[config.mk]
export PLATFORM = sky130hd
export DESIGN_NAME = pipe_sel_mux
export DESIGN_NICKNAME = d
export VERILOG_FILES = /design/src/rtl/pipe_mux_pkg.sv /design/src/rtl/pipe_skid_buf.sv /design/src/rtl/pipe_sel_mux.sv
export SDC_FILE = /design/constraint.sdc
export NUM_CORES = 1
export LEC_CHECK = 0
export ABC_AREA = 1
export BUFFER_PORTS_ARGS = -buffer_cell sky130_fd_sc_hd__buf_2
export CAP_MARGIN = 10
export CORE_ASPECT_RATIO = 0.6
export CORE_UTILIZATION = 44
export CTS_CLUSTER_DIAMETER = 50
export CTS_CLUSTER_SIZE = 8
export DETAILED_ROUTE_END_ITERATION = 10
export PLACE_DENSITY = 0.85
export SYNTH_ARGS = -nofsm -noshare
export SYNTH_HDL_FRONTEND = slang
export SYNTH_SLANG_ARGS = --single-unit
[constraint.sdc]
create_clock -name clk -period 1.4 [get_ports clk]
set_input_delay 0.28 -clock clk [delete_from_list [all_inputs] [get_ports clk]]
set_output_delay 0.28 -clock clk [all_outputs]
set_load 0.005 [all_outputs]
[src/rtl/pipe_mux_pkg.sv]
// Shared constants, width helpers and the default entry layout for the pipelined select mux.
package pipe_mux_pkg;

  localparam int DEF_WIDTH  = 64;
  localparam int DEF_NUM_IN = 4;

  function automatic int clog2(input int value);
    int result;
    result = 0;
    for (int v = value - 1; v > 0; v = v >> 1) begin
      result++;
    end
    return result;
  endfunction

  // A select bus is never narrower than one bit, even for degenerate counts.
  function automatic int sel_width(input int num_in);
    return (clog2(num_in) < 1) ? 1 : clog2(num_in);
  endfunction

  localparam int DEF_SEL_W = sel_width(DEF_NUM_IN);

  typedef struct packed {
    logic                 err;
    logic [DEF_SEL_W-1:0] sel;
    logic [DEF_WIDTH-1:0] data;
  } pipe_entry_t;

endpackage

[src/rtl/pipe_skid_buf.sv]
// Two-entry valid/ready skid buffer over an arbitrary packed entry type.
// in_ready is a flop output, so the upstream path never sees out_ready combinationally.
module pipe_skid_buf
  import pipe_mux_pkg::*;
#(
  parameter type entry_t = pipe_entry_t
) (
  input  logic   clk,
  input  logic   rst_n,
  input  logic   flush,
  input  entry_t in_entry,
  input  logic   in_valid,
  output logic   in_ready,
  output entry_t out_entry,
  output logic   out_valid,
  input  logic   out_ready
);

  entry_t main_reg, main_next;
  entry_t skid_reg, skid_next;
  logic   main_valid_reg, main_valid_next;
  logic   skid_valid_reg, skid_valid_next;
  logic   accept;
  logic   main_free;

  assign accept    = in_valid & ~skid_valid_reg & ~flush;
  assign main_free = ~main_valid_reg | out_ready;

  always_comb begin
    main_next       = main_reg;
    skid_next       = skid_reg;
    main_valid_next = main_valid_reg;
    skid_valid_next = skid_valid_reg;
    if (flush) begin
      // Data registers keep stale contents; only the valid bits matter.
      main_valid_next = 1'b0;
      skid_valid_next = 1'b0;
    end else if (skid_valid_reg) begin
      if (out_ready) begin
        main_next       = skid_reg;
        skid_valid_next = 1'b0;
      end
    end else if (main_free) begin
      main_valid_next = accept;
      if (accept) begin
        main_next = in_entry;
      end
    end else if (accept) begin
      skid_next       = in_entry;
      skid_valid_next = 1'b1;
    end
  end

  always_ff @(posedge clk or negedge rst_n) begin
    if (!rst_n) begin
      main_reg       <= '0;
      skid_reg       <= '0;
      main_valid_reg <= 1'b0;
      skid_valid_reg <= 1'b0;
    end else begin
      main_reg       <= main_next;
      skid_reg       <= skid_next;
      main_valid_reg <= main_valid_next;
      skid_valid_reg <= skid_valid_next;
    end
  end

  assign in_ready  = ~skid_valid_reg;
  assign out_entry = main_reg;
  assign out_valid = main_valid_reg;

endmodule

[src/rtl/pipe_sel_mux.sv]
// N-way operand select with a registered, skid-buffered valid/ready output stage.
// Optional out_sel_err port and error tracking: define PIPE_SEL_MUX_RANGE_CHECK_EN.
module pipe_sel_mux
  import pipe_mux_pkg::*;
#(
  parameter  int WIDTH  = DEF_WIDTH,
  parameter  int NUM_IN = DEF_NUM_IN,
  localparam int SEL_W  = sel_width(NUM_IN)
) (
  input  logic                    clk,
  input  logic                    rst_n,
  input  logic                    flush,
  input  logic [NUM_IN*WIDTH-1:0] in_data,
  input  logic [SEL_W-1:0]        in_sel,
  input  logic                    in_valid,
  output logic                    in_ready,
  output logic [WIDTH-1:0]        out_data,
  output logic [SEL_W-1:0]        out_sel,
`ifdef PIPE_SEL_MUX_RANGE_CHECK_EN
  output logic                    out_sel_err,
`endif
  output logic                    out_valid,
  input  logic                    out_ready
);

`ifdef PIPE_SEL_MUX_RANGE_CHECK_EN
  typedef struct packed {
    logic             err;
    logic [SEL_W-1:0] sel;
    logic [WIDTH-1:0] data;
  } entry_t;
`else
  typedef struct packed {
    logic [SEL_W-1:0] sel;
    logic [WIDTH-1:0] data;
  } entry_t;
`endif

  logic [NUM_IN-1:0] hit;
  logic [WIDTH-1:0]  acc [NUM_IN+1];
  entry_t            sel_entry;
  entry_t            held_entry;

  // One-hot AND-OR select: a select with no matching input yields zero.
  assign acc[0] = '0;
  genvar gi;
  generate
    for (gi = 0; gi < NUM_IN; gi++) begin : g_sel
      assign hit[gi]    = (in_sel == SEL_W'(gi));
      assign acc[gi+1]  = acc[gi] | (in_data[gi*WIDTH +: WIDTH] & {WIDTH{hit[gi]}});
    end
  endgenerate

  always_comb begin
    sel_entry      = '0;
    sel_entry.data = acc[NUM_IN];
    sel_entry.sel  = in_sel;
`ifdef PIPE_SEL_MUX_RANGE_CHECK_EN
    sel_entry.err  = ~|hit;
`endif
  end

  pipe_skid_buf #(
    .entry_t (entry_t)
  ) u_skid (
    .clk       (clk),
    .rst_n     (rst_n),
    .flush     (flush),
    .in_entry  (sel_entry),
    .in_valid  (in_valid),
    .in_ready  (in_ready),
    .out_entry (held_entry),
    .out_valid (out_valid),
    .out_ready (out_ready)
  );

  assign out_data = held_entry.data;
  assign out_sel  = held_entry.sel;
`ifdef PIPE_SEL_MUX_RANGE_CHECK_EN
  assign out_sel_err = held_entry.err;
`endif

endmodule
======== Yosys cells after proc, flatten, opt, wreduce, memory -nomap -nowiden ========
Cells that the tools add are included.
word-level totals
  register bits after elaboration ......... 134
  output and inout bits ................... 68
operators by class
  equality and inequality tests ........... 5
  multiplexer cells ....................... 12
  bitwise operators ....................... 14
  reductions and logical operators ........ 7
operators by type and width
  cell                                           count
  2-to-1 mux 66 bit                              4
  AND 64 bit                                     4
  bitwise OR 64 bit                              3
  2-to-1 mux 1 bit                               8
  AND reduction 4 bit                            2
  nonzero test 2 bit                             3
  == test 2 bit, second input constant           2
  inequality test 2 bit, second input constant   2
  inverter 1 bit                                 4
  AND 1 bit                                      2
  == test 2 x 1 -> 1 bit, second input constant  1
  zero test 2 bit                                1
  AND reduction 2 bit                            1
  bitwise OR 1 bit                               1

======== Logic depth before layout (Yosys ltp) ========
Gate-level depths: netlist of run 1.
  depth in word-level cells ............... 8
  depth in mapped cells ................... 10
  mapped depth without buffers ............ 8

======== Modules after synthesis ========
Synthesis of run 1 repeated with hierarchy kept, for this count alone.
second synthesis, totals
  cell total of the unflattened synthesis .. 1422
  area, all modules ....................... 8853.5 µm²
modules (own cells, without submodules)
  module         times used  cells each  area each (µm²)  sequential area each (µm²)
  pipe_skid_buf  1           797         6085.8           3353.2
  pipe_sel_mux   1           625         2767.7           0.0

======== Least setup slack after synthesis of run 1 ========
No wires, ideal clock.
  path type ............................... register -> register
  start ................................... reg u_skid.main_valid_reg (netlist: u_skid.out_valid)
  end ..................................... reg u_skid.skid_reg[47] (netlist bit)
  library setup time ...................... 0.132 ns
  arrival ................................. 1.233 ns
  required time ........................... 1.268 ns
  path slack .............................. 0.035 ns
  cell stages (with the launch flop) ...... 10
  buffers on the path ..................... 2
  period minus slack after synthesis ...... 1.365 ns
  path through ............................ dfrtp_1 > inv_1 > nor2_1 > nand2_1 > nor2_1 > inv_1 > buf_2 > buf_1 > nand2_1 > o21ai_1
between the ends
  word-level cells in the longest chain between the ends .. 4
RTL lines
  element                               RTL line             source
  start: declaration                    pipe_skid_buf.sv:21  logic main_valid_reg, main_valid_next;
  start signal: assignment              pipe_skid_buf.sv:63  main_valid_reg <= main_valid_next;
  inverter 1 bit                        pipe_skid_buf.sv:27  assign main_free = ~main_valid_reg | out_ready;
  bitwise OR 1 bit                      pipe_skid_buf.sv:27
  inverter 1 bit (no source line)       n/a
  AND reduction 4 bit (no source line)  n/a
  end signal: assignment                pipe_skid_buf.sv:62  skid_reg <= skid_next;
  end: declaration                      pipe_skid_buf.sv:20  entry_t skid_reg, skid_next;
Every way passes these cells.
A chain may end at the register's enable or synchronous reset.

======== Worst setup path in the final report of run 1 ========
  start ................................... reg u_skid.skid_valid_reg
  end ..................................... out in_ready
between the ends
  word-level cells in the longest chain between the ends .. 1
RTL lines
  element                          RTL line             source
  start: declaration               pipe_skid_buf.sv:22  logic skid_valid_reg, skid_valid_next;
  start signal: assignment         pipe_skid_buf.sv:64  skid_valid_reg <= skid_valid_next;
  inverter 1 bit (no source line)  n/a
  end: declaration                 pipe_sel_mux.sv:16   output logic in_ready,
Every way passes these cells.

==> metrics.txt, run 1 <==
overall power consumption 13.5 mW; Core Area 17,100 um^2; Core Rows 37; utilization after layout 0.628; instance count of the mapped netlist 1,187; routed via count divided by cell count 5.06; portion of the clock cycle consumed by the worst path in the final layout 0.999; Post-DP HPWL 18,200 um; count of clock tree sinks 134; iteration-0 DRC count of the detailed router 863; Final Hold Fails 0; overall die area 18,100 um^2; proportion of layout cells with a drive suffix above 1 0.281; cell at the root of the clock tree sky130_fd_sc_hd__clkbuf_16; # DRC 0; commonest non-fill, non-tap cell in the layout sky130_fd_sc_hd__nand2_1; Distinct cells, synth 15; global-route track usage on met1 0.384; Total Wirelength 25,600 um; worst skew pair latency 0.41 ns; most crowded layer after global routing met2; arrival time reported for the critical path endpoint 1.12 ns; vias in the first global route 8,334; ANT nets after route 0; maximum frequency from static timing analysis 715 MHz; layout overhead on the synthesized area 39.3%; Worst Max-Slew Pin Slew 0.310 ns; leakage power of the design 6.34 nW; final number of setup-violating endpoints 0; share of Yosys cell area claimed by the top area cell type 0.434; Cell Chain, Critical Path inv_4, buf_12, buf_6; Net count, final 1,765; cell with the largest stage delay on the worst path sky130_fd_sc_hd__dfrtp_1; TritonCTS clock tree built; highest fanout seen on the critical path 3; Critical Path RT 1.12 ns; critical path start-end classification flip-flop to primary output; Wirelength per Cell 14.6 um; number of ports placed on the die boundary 331; deepest clock path buffer count 2; HP Class primary input to flip-flop; Max transition margin 0.791; initial cell density of the core 0.451; Ant. Diodes 0; vias post-DR 8,858; commonest non-fill, non-tap cells in the layout sky130_fd_sc_hd__nand2_1, sky130_fd_sc_hd__buf_2, sky130_fd_sc_hd__nor2_1; Fin Setup TNS 0 ns; library cell occupying the most area in the post-synthesis netlist sky130_fd_sc_hd__dfrtp_1; global route overflow 0; number of H-tree branching levels 4; Die Wd 173 um; cells taking the most area after synthesis sky130_fd_sc_hd__dfrtp_1, sky130_fd_sc_hd__nand2_1, sky130_fd_sc_hd__nand3_1, sky130_fd_sc_hd__nor2_1, sky130_fd_sc_hd__o21ai_1; antenna violations before repair 0; final std cells w/o fill 1,749; final setup skew 0.0149 ns; count of port buffers added during placement 330; iteration count of the initial detailed-routing pass 5; Placer Congestion 0.847; total instance count after detailed placement 1,704; result of the run completed; yosys warns 0; post-synthesis sequential element count 134; maximum VDD drop 0.000841 V; global-route wire length before repair 40,500 um; fraction of met3 tracks used by global routing 0.0582; fin. max-slew vios 0; areal power density over the cells 1250 nW/um^2; Num CTS Buffers 17; die height 105 um; met2 usage in global routing 0.442; GRT Overall Usage 0.277; delay of the slowest cell on the worst path 0.42 ns; Max Cap Violations 0; crit path time final 1.40 ns; average cell area after synthesis 6.50 um^2; syn nets 1,450; unrepaired setup endpoints after global routing true; clock input transition at the sequential cells of the worst setup and hold paths 0.05 ns; largest net degree at the start of global routing 70; share of the yosys chip area belonging to registers 0.434; synthesized area 7720 um^2; Crit. End Element primary output; type of element launching the critical path flip-flop
## where the power goes
part           leakage (nW)  internal (mW)  switching, mW
Clock                 0.266           2.57           1.77
Sequential             1.66           5.01          0.648
Combinational          4.42           1.60           1.88
## kinds of logic after synthesis
logic type      after synthesis  share of synthesized area
compound gates              138                     0.0898
flops                       134                      0.434
buf+inv                     131                     0.0721
simple gates                784                      0.404
## cells in the mapped netlist, drive strengths merged
cell,number
clkbuf,30
nor2,166
dfrtp,134
buf,53
o21ai,102
nand3,132
nand2,486
a21oi,34
inv,48
o22ai,2
## metal layers
metal | up-vias | part of all wire
met4 | 0 | 0.0090
met5 | - | 0
met2 | 379 | 0.45
met3 | 25 | 0.077
met1 | 4086 | 0.46
li1 | 4368 | -
## critical path, delay by kind of cell, from the launching register on
| kind | cells | cell delay, ns |
|---|---|---|
| buffers and inverters | 3 | 0.31 |
| flip-flops | 1 | 0.42 |
## area by class of cell
| class | instances | area, um^2 |
|---|---|---|
| flip-flops and latches | 134 | 3350 |
| inverters | 48 | 198 |
| multi-input cells | 922 | 3860 |
| repair buffers | 379 | 2470 |
| clock inverters | 12 | 120 |
| well taps | 234 | 293 |
| fillers | 1567 | 6380 |
| clock buffers | 20 | 457 |
## through the flow
step	hold WS (ns)	setup WS, ns	instance area [um^2]
6_report	0.196	0.000922	10800
5_1_grt	0.197	-0.0381	10800
4_1_cts	0.167	-0.0322	10500
3_5_place_dp	0.176	-0.0743	9870
3_3_place_gp	0.172	-0.0189	9870
2_1_floorplan	-0.0156	0.0353	7720
## timing repair
item,4_1_cts,5_1_grt
pin swaps,1,4
setup endpoints to repair,59,110
resized for setup,7,26
hold endpoints to repair,23,0
hold buffers,1,0
buffers inserted,5,1
cloned,0,6
## path summary, 6_finish.rpt
path | startpoint | endpoint | slack, ns | depth (start not counted)
min | flush | u_skid.skid_valid_reg | 0.20 | 4
min reg2reg | u_skid.out_entry[62] | u_skid.out_entry[62] | 0.47 | 2
min in group asynchronous | rst_n | u_skid.out_entry[8] | 0.30 | 2
max | u_skid.skid_valid_reg | in_ready | 0.0009 | 3
max in group asynchronous | rst_n | u_skid.skid_reg[36] | 0.55 | 3
max reg2reg | u_skid.skid_valid_reg | u_skid.out_entry[63] | 0.01 | 7
No activity file was read; power rests on OpenSTA's default activity.
==> inputs of run 2 (changes only) <==
CELL_PAD_IN_SITES_DETAIL_PLACEMENT = 0   (was unset)
CELL_PAD_IN_SITES_GLOBAL_PLACEMENT = 1   (was unset)
CORE_UTILIZATION = 29   (was 44)
PLACE_DENSITY = 0.84   (was 0.85)
==> metrics.txt, run 2 (same netlist as run 1, synthesis figures left out) <==
number of filler cells placed in the layout 2,670 (+70%); Crit. End Element primary output; leakage power of the design 6.58 nW (+3.8%); antenna violations before repair 4 (+4); vias in the first global route 8,355 (+0.25%); crit path time final 1.48 ns (+0.0782 ns); Final Hold Fails 0 (unchanged); final number of setup-violating endpoints 55 (+55); Max Cap Violations 0 (unchanged); Critical Path RT 1.12 ns (about the same); fin. max-slew vios 0 (unchanged); Die Wd 213 um (+23%); worst reg-to-reg path cell count 8 (+1); number of H-tree branching levels 4 (unchanged); ANT nets after route 0 (unchanged); Worst Max-Slew Pin Slew 0.344 ns (+0.0332 ns); proportion of total power due to net switching 0.320 (+0.000713); # DRC 0 (unchanged); HP Class primary input to flip-flop; clock group share of total power 0.314 (-0.008); iteration count of the initial detailed-routing pass 5 (unchanged); Max transition margin 0.771 (-0.0200); Total Wirelength 31,200 um (+22%); layout overhead on the synthesized area 47.8%; routed via count divided by cell count 4.74 (-6.4%); Placer Congestion 0.826 (-2.5%); Net count, final 1,796 (+1.8%); arrival time reported for the critical path endpoint 1.20 ns (+0.08 ns); worst hold path cell count 4 (unchanged); areal power density over the cells 1220 nW/um^2 (-2.9%); Post-DP HPWL 20,200 um (+11%); deepest clock path buffer count 2 (unchanged); beginning of the worst register-to-register path u_skid.skid_valid_reg; highest fanout seen on the critical path 3 (unchanged); combinational cell fraction of total power 0.275 (+0.017); Core Rows 45 (+22%); R2R setup slack -0.07 ns (-0.08 ns); iteration-0 DRC count of the detailed router 524 (-39%); violations in the final reports negative setup slack; maximum VDD drop 0.000725 V (-14%); commonest non-fill, non-tap cell in the layout sky130_fd_sc_hd__nand2_1; vias post-DR 8,996 (+1.6%); Wirelength per Cell 16.4 um (+13%); count of port buffers added during placement 330 (unchanged); global-route wire length before repair 45,600 um (+13%); TritonCTS clock tree built; cell internal pwr 9.44 mW (+2.9%); unrepaired setup endpoints after global routing true; count of clock tree sinks 134 (unchanged); final setup skew 0.00453 ns (-0.0104 ns); WHS Endpoint u_skid.skid_valid_reg; worst hold slack 0.176 ns (-0.0196 ns); utilization after layout 0.443 (-0.184); portion of the clock cycle consumed by the worst path in the final layout 1.06 (+0.0559); largest net degree at the start of global routing 52 (-26%); commonest non-fill, non-tap cells in the layout sky130_fd_sc_hd__nand2_1, sky130_fd_sc_hd__buf_2, sky130_fd_sc_hd__dfrtp_1; capture instance of the worst register-to-register path u_skid.out_entry[8]; switching power summed over all nets 4.43 mW (+3.2%); GRT Overall Usage 0.219 (-0.0583); type of element launching the critical path flip-flop; portion of total power attributed to sequential cells 0.411 (-0.009); result of the run finished with violations; overall die area 27,300 um^2 (+51%); initial cell density of the core 0.300 (-0.151); maximum frequency from static timing analysis 677 MHz (-5.3%); critical path start-end classification flip-flop to primary output; Num CTS Buffers 17 (unchanged); cell at the root of the clock tree sky130_fd_sc_hd__clkbuf_16; clock input transition at the sequential cells of the worst setup and hold paths 0.06 ns (about the same); die height 128 um (+23%); worst skew pair latency 0.42 ns (about the same); number of ports placed on the die boundary 331 (unchanged); PnR worst setup slack -0.0773 ns (-0.0782 ns); global route overflow 0 (unchanged); proportion of layout cells with a drive suffix above 1 0.323 (+0.0427); Worst Min Path Start flush; Core Area 25,700 um^2 (+50%)
-- run 2: area by class of cell --
| class | instances | area, um^2 | share of cell area |
|---|---|---|---|
| Timing Repair Buffer | 410 | 2810 | 0.246 |
| Antenna cell | 2 | 5.00 | 0.000439 |
| Tap cell | 352 | 440 | 0.0386 |
| Clock buffer | 20 | 447 | 0.0392 |
| Inverter | 48 | 205 | 0.0180 |
| Multi-Input combinational cell | 922 | 4040 | 0.354 |
| Clock inverter | 10 | 108 | 0.00943 |
| Sequential cell | 134 | 3350 | 0.294 |
-- run 2: how the worst max path moves through the flow --
stage / from / end / slack [ns] / cells past startpoint
floorplan: u_skid.out_valid / u_skid.skid_reg[47] / 0.04 / 9
global placement: flush / u_skid.skid_reg[33] / -0.04 / 8
detailed placement: u_skid.skid_valid_reg / u_skid.out_entry[30] / -0.09 / 8
CTS: u_skid.skid_valid_reg / u_skid.out_entry[40] / -0.08 / 8
global route: u_skid.skid_valid_reg / in_ready / -0.12 / 3
finish: u_skid.skid_valid_reg / in_ready / -0.08 / 3
-- run 2: power by group through the flow --
stage | sequential [mW] | clock, mW | combinational, mW
after CTS | 5.61 | 4.48 | 3.61
after global routing | 5.83 | 4.62 | 4.29
after floorplan | 5.60 | 0 | 1.75
final | 5.70 | 4.35 | 3.81
after global placement | 5.62 | 0 | 3.40
after detailed placement | 5.66 | 0 | 3.46
-- run 2: metal layers --
layer,routed length (um),GRT usage
met4,391,0.0597
met3,1880,0.0434
met2,13600,0.340
met1,15400,0.309
met5,19,0
-- run 2: per-stage QoR --
step	instance area (um^2)	cells	setup TNS, ns	total power, mW	worst slack, ns
floorplan	7720	1187	0	7.35	0.0353
global route	11400	1898	-7.26	14.8	-0.123
detailed placement	10100	1845	-3.19	9.12	-0.0888
global placement	10100	1845	-1.03	9.02	-0.0396
finish	11400	1898	-1.62	13.9	-0.0773
CTS	10900	1885	-4.54	13.7	-0.0775
-- run 2: what timing repair did --
| item | CTS | global route |
|---|---|---|
| buffers inserted | 4 | 1 |
| pin swaps | 2 | 2 |
| cloned | 5 | 12 |
| endpoints found under the setup margin | 65 | 134 |
| resized for setup | 17 | 72 |
| hold endpoints to repair | 134 | 0 |
| hold buffers | 1 | 0 |
-- run 2: worst max-delay path, cell delays in order, from the launching register on --
cell                       delay [ns]
sky130_fd_sc_hd__dfrtp_1         0.43
sky130_fd_sc_hd__clkinv_4        0.09
sky130_fd_sc_hd__buf_12          0.14
sky130_fd_sc_hd__buf_6           0.11
